**src/rtl/data_memory_hs.sv**
```systemverilog
// data_memory_hs: handshaked, word-addressed data memory for the multicycle core.
// One load or store per transaction over valid/ready request and response channels.
// Stores write only the byte lanes selected by req_be. Out-of-range addresses flag
// resp_err and never touch memory. The response appears LATENCY edges after the accept edge.
// Optional build macro DMEM_CLEAR_EN: after reset the whole array is swept to zero,
// one word per edge, before the first request is accepted.
module data_memory_hs #(
  parameter int DATA_W  = 16,
  parameter int ADDR_W  = 16,
  parameter int DEPTH   = 256,
  parameter int LATENCY = 2
) (
  input  logic                clk,
  input  logic                rst_n,
  input  logic                req_valid,
  output logic                req_ready,
  input  logic                req_we,
  input  logic [ADDR_W-1:0]   req_addr,
  input  logic [DATA_W-1:0]   req_wdata,
  input  logic [DATA_W/8-1:0] req_be,
  output logic                resp_valid,
  input  logic                resp_ready,
  output logic [DATA_W-1:0]   resp_rdata,
  output logic                resp_err
);

  localparam int NB    = DATA_W / 8;
  localparam int IDX_W = (DEPTH > 1) ? $clog2(DEPTH) : 1;
  localparam int CNT_W = (LATENCY > 1) ? $clog2(LATENCY) : 1;

  // One extra bit so DEPTH == 2^ADDR_W still compares correctly
  localparam logic [ADDR_W:0] DEPTH_CMP = (ADDR_W + 1)'(DEPTH);

`ifdef DMEM_CLEAR_EN
  typedef enum logic [1:0] {IDLE, WAIT, RESP, CLEAR} state_t;
`else
  typedef enum logic [1:0] {IDLE, WAIT, RESP} state_t;
`endif

  state_t            state;
  logic [CNT_W-1:0]  lat_cnt;
  logic              in_range;
  logic [IDX_W-1:0]  idx;
  logic              accept;
  logic              wr_en;

  assign in_range = ({1'b0, req_addr} < DEPTH_CMP);
  assign idx      = req_addr[IDX_W-1:0];
  // Gated with rst_n so a store presented while reset is held cannot commit
  assign accept   = rst_n && (state == IDLE) && req_valid && req_ready;
  assign wr_en    = accept && req_we && in_range;

`ifdef DMEM_CLEAR_EN
  logic [DATA_W-1:0] mem [DEPTH];
  logic [IDX_W-1:0]  clr_addr;
  logic              clr_we;

  assign clr_we = rst_n && (state == CLEAR);

  // Storage array: zero sweep during CLEAR, byte-lane writes on an accepted in-range store
  always_ff @(posedge clk) begin
    if (clr_we) begin
      mem[clr_addr] <= '0;
    end else if (wr_en) begin
      for (int i = 0; i < NB; i++) begin
        if (req_be[i]) begin
          mem[idx][8*i +: 8] <= req_wdata[8*i +: 8];
        end
      end
    end
  end
`else
  // Simulation preload of words 0 and 1; the array itself is never reset
  logic [DATA_W-1:0] mem [DEPTH] = '{0: DATA_W'(100), 1: DATA_W'(100), default: '0};

  // Storage array: byte-lane writes on an accepted in-range store
  always_ff @(posedge clk) begin
    if (wr_en) begin
      for (int i = 0; i < NB; i++) begin
        if (req_be[i]) begin
          mem[idx][8*i +: 8] <= req_wdata[8*i +: 8];
        end
      end
    end
  end
`endif

  // Transaction FSM with registered handshake and response outputs
  always_ff @(posedge clk or negedge rst_n) begin
    if (!rst_n) begin
`ifdef DMEM_CLEAR_EN
      state     <= CLEAR;
      req_ready <= 1'b0;
      clr_addr  <= '0;
`else
      state     <= IDLE;
      req_ready <= 1'b1;
`endif
      resp_valid <= 1'b0;
      resp_rdata <= '0;
      resp_err   <= 1'b0;
      lat_cnt    <= '0;
    end else begin
      case (state)
        IDLE: begin
          if (accept) begin
            req_ready  <= 1'b0;
            resp_err   <= !in_range;
            resp_rdata <= (!req_we && in_range) ? mem[idx] : '0;
            lat_cnt    <= CNT_W'(LATENCY - 1);
            state      <= WAIT;
          end
        end
        WAIT: begin
          if (lat_cnt == '0) begin
            resp_valid <= 1'b1;
            state      <= RESP;
          end else begin
            lat_cnt <= lat_cnt - 1'b1;
          end
        end
        RESP: begin
          if (resp_ready) begin
            resp_valid <= 1'b0;
            resp_rdata <= '0;
            resp_err   <= 1'b0;
            req_ready  <= 1'b1;
            state      <= IDLE;
          end
        end
`ifdef DMEM_CLEAR_EN
        CLEAR: begin
          if (clr_addr == IDX_W'(DEPTH - 1)) begin
            clr_addr  <= '0;
            req_ready <= 1'b1;
            state     <= IDLE;
          end else begin
            clr_addr <= clr_addr + 1'b1;
          end
        end
`endif
        default: begin
          state <= IDLE;
        end
      endcase
    end
  end

endmodule

```
**config.mk**
```make
export PLATFORM = sky130hd
export DESIGN_NAME = data_memory_hs
export DESIGN_NICKNAME = d
export VERILOG_FILES = /design/src/rtl/data_memory_hs.sv
export SDC_FILE = /design/constraint.sdc
export NUM_CORES = 2
export LEC_CHECK = 0
export BUFFER_PORTS_ARGS = -buffer_cell sky130_fd_sc_hd__buf_2
export CAP_MARGIN = 30
export CORE_ASPECT_RATIO = 0.7
export CORE_UTILIZATION = 45
export DETAILED_ROUTE_END_ITERATION = 10
export GPL_ROUTABILITY_DRIVEN = 0
export PLACE_DENSITY = 0.63
export SKIP_CTS_REPAIR_TIMING = 1
export SLEW_MARGIN = 10
export SYNTH_ARGS = -nofsm -noshare
export SYNTH_HDL_FRONTEND = slang
export SYNTH_SLANG_ARGS = --single-unit
```
**constraint.sdc**
```tcl
create_clock -name clk -period 3 [get_ports clk]
set_input_delay 0.6 -clock clk [delete_from_list [all_inputs] [get_ports clk]]
set_output_delay 0.6 -clock clk [all_outputs]
set_load 0.01 [all_outputs]
```
==> impl_metrics.toml <==
[route]
viasPerCell = 5.978
vias = 83070
drt_iter0_drc = 11260
first_pass_iters = 5
wl_um = 416200
route.detailed.drc = 0
ant_nets = 0
routedWlPerCell_um = 29.95

[logic_synthesis]
synth-compound-area-share = 0.02585
yosysMostFrequentCell = "edfxtp_1"
syn_area_mm2 = 0.1594
synthSimpleGateAreaFrac = 0.02230
synth_cell_type_count = 56
synth_cells = 7444
synthTopCellsByArea = "edfxtp_1, mux4_2, mux2i_1"
synthArstFlopShare = 0.005342
yosys.area.top_type = "edfxtp_1"
syn_area_per_cell_um2 = 21.41
syn_nets = 7483
synth-xor-area-share = 0
synth_ff_type = "edfxtp_1"
seq_area_frac_synth = 0.7750
synth-seq-cells = 4118
synth_mux_area_frac = 0.1628
synth_edf_count = 4096
synth_common_cells = "edfxtp_1, mux4_2, nor2_1"
synth_top_family_by_area = "multiplexers"
yosys_warnings = 0
yosys.area_share.adder = 0
synth_top_area_share = 0.7716

[place]
io_buffers = 57
dp_cells = 13230
dp_hpwl_um = 272500
placed_cell_area_mm2 = 0.1775
pre_cts_slack_ps = -789.8

[global_routing]
grt_usage = 0.2310
grt_max_degree = 109
grt_antenna_before_repair = 23
gr-total-overflow = 0
grt_pass1_vias = 82140
grt_pass1_wl_um = 597000

[sta]
timing.hold.ws_ps = -28.41
finalSetupViolCount = 0
hold_violations = 1
fin_crit_sh = 0.9973
rsz0062_at_grt = "false"
min_period_ps = 2992
finalWorstSetupSlack_ps = 7.960
tightest_slew_ps = 959.2
finClkSkew_ps = 53.03
maxSlewViolCount = 0
max_slew_margin = 0.3585
fmax_ghz = 0.3342

[pwr]
ir_worst_vdd_v = 0.0006148
p_per_area_mw_per_mm2 = 613.4
power_w = 0.1160
leakage_nw = 62.27

[final_layout]
finalNonFillerCells = 13900
multi_input_area_mm2 = 0.03384
drive_gt1_frac = 0.3409
fin_nets = 8947
area_growth_syn_to_layout_pct = 18.61
regArea_mm2 = 0.1236
utilization = 0.5374
fill_cells = 26540
finalInstanceArea_mm2 = 0.1891

[status]
status = "finished, violations left"
violations = "negative hold slack"

[clock_network]
clk_pin_slew_ps = 60
clock-root-buffer = "clkbuf_16"
htreeDepth = 5
cts_num_sinks = 4118
clock_path_buffers = 4
cts_tree = "done"
cts_buffers = 367
clock_insertion_delay_worst_skew_ps = 930

[job]
drv_cap = 0

[die]
num_rows = 182
io_pins = 58
die_h_um = 500.0
die_x_um = 713.4
start_util = 0.4531
core_area_mm2 = 0.3518
die-area_mm2 = 0.3567

[setup_path]
crit_arrival_ps = 3850
startpoint_type = "input port"
crit_type = "in -> reg"
required_ps = 3860
cp-end-kind = "register"
cp_max_fo = 21
r2r_setup_slack_ps = 120

[hold_path]
hold_class = "in -> reg"
worst paths after layout:
check,from,end,cells past startpoint
max in group asynchronous,rst_n,resp_rdata[6],3
setup reg to reg,req_ready,mem[130][1],11
hold reg to reg,req_ready,req_ready,2
hold / removal,resp_ready,state[1],3
setup / recovery,req_addr[1],resp_rdata[12],13
min in group asynchronous,rst_n,resp_rdata[9],3
cells in the final DEF, fill, tap and decap left out, types with 16 or more instances in the layout:
| cell type | Yosys | final |
|---|---|---|
| a22oi_1 | 77 | 77 |
| clkbuf_16 | 0 | 378 |
| clkinv_2 | 0 | 68 |
| o22a_1 | 16 | 16 |
| nand2_1 | 172 | 159 |
| nor3_1 | 20 | 17 |
| clkbuf_1 | 208 | 65 |
| o21ai_0 | 52 | 52 |
| clkinv_1 | 2 | 91 |
| buf_2 | 165 | 36 |
| a31oi_1 | 19 | 19 |
| edfxtp_1 | 4096 | 4096 |
| a21oi_1 | 113 | 113 |
| a22o_1 | 29 | 29 |
| o22ai_1 | 47 | 47 |
| dfrtp_1 | 21 | 21 |
| nand3_1 | 50 | 46 |
| mux2_2 | 73 | 73 |
| bufinv_16 | 0 | 27 |
| a211oi_1 | 31 | 31 |
| nand4_1 | 31 | 31 |
| mux2i_1 | 359 | 359 |
| o221ai_1 | 28 | 28 |
| mux4_2 | 956 | 956 |
| buf_12 | 0 | 198 |
| a32oi_1 | 16 | 16 |
| nor2_1 | 573 | 568 |
| buf_4 | 41 | 1313 |
| a221oi_1 | 48 | 48 |
| o211ai_1 | 33 | 33 |
state kept, by name (all words and copies together), names as in the netlist:
name	count
lat_cnt	1
mem	4096
req_ready	1
resp_err	1
resp_rdata	16
resp_valid	1
state	2
cell type report:
cell class | count | area share
Antenna cell | 7 | 0.00009264
Clock buffer | 443 | 0.05132
Clock inverter | 215 | 0.009397
Inverter | 8 | 0.0001588
Multi-Input combinational cell | 2845 | 0.1790
Sequential cell | 4118 | 0.6534
Tap cell | 4692 | 0.03105
Timing Repair Buffer | 1568 | 0.07559
per-stage QoR:
stage / setup TNS (ps) / hold WS, ps
final: 0 / -28.41
after global routing: 0 / 2.735
after CTS: -3008 / -374.1
after detailed placement: -620650 / 475.5
after global placement: -461500 / 462.9
after floorplan: 0 / 304.4
cells by family (layout without fill, tap and decap cells):
| logic type | after synthesis | in the layout |
|---|---|---|
| DFF | 4118 | 4118 |
| muxes | 1388 | 1388 |
| buffers and inverters | 481 | 2234 |
| AOI/OAI and AO/OA | 578 | 578 |
| and+or+nand+nor | 879 | 879 |
| other | 0 | 7 |
where the power goes:
part / total [W] / internal (W) / switching, W / leakage, nW
clock network: 0.0461 / 0.0254 / 0.0208 / 5.62
registers: 0.0633 / 0.0632 / 0.0000400 / 37.1
logic: 0.00656 / 0.00263 / 0.00393 / 19.6
total: 0.116 / 0.0913 / 0.0247 / 62.3
routing by layer:
metal / global-route usage / vias up / share of wire
met2: 0.3321 / 4235 / 0.44
met4: 0.05375 / 10 / 0.025
met3: 0.04863 / 589 / 0.11
met5: 0 / - / 0.00015
li1: - / 34110 / -
met1: 0.3631 / 44130 / 0.43
worst max-delay path, cell delays in order:
cell	delay [ps]
buf_12	180
buf_4	200
buf_12	230
buf_12	200
buf_12	190
buf_12	180
mux2i_1	90
a22oi_1	280
nand2_1	90
a21oi_1	300
nor2_1	190
o311ai_1	740
o311a_1	290
No activity file was read; power rests on OpenSTA's default activity.
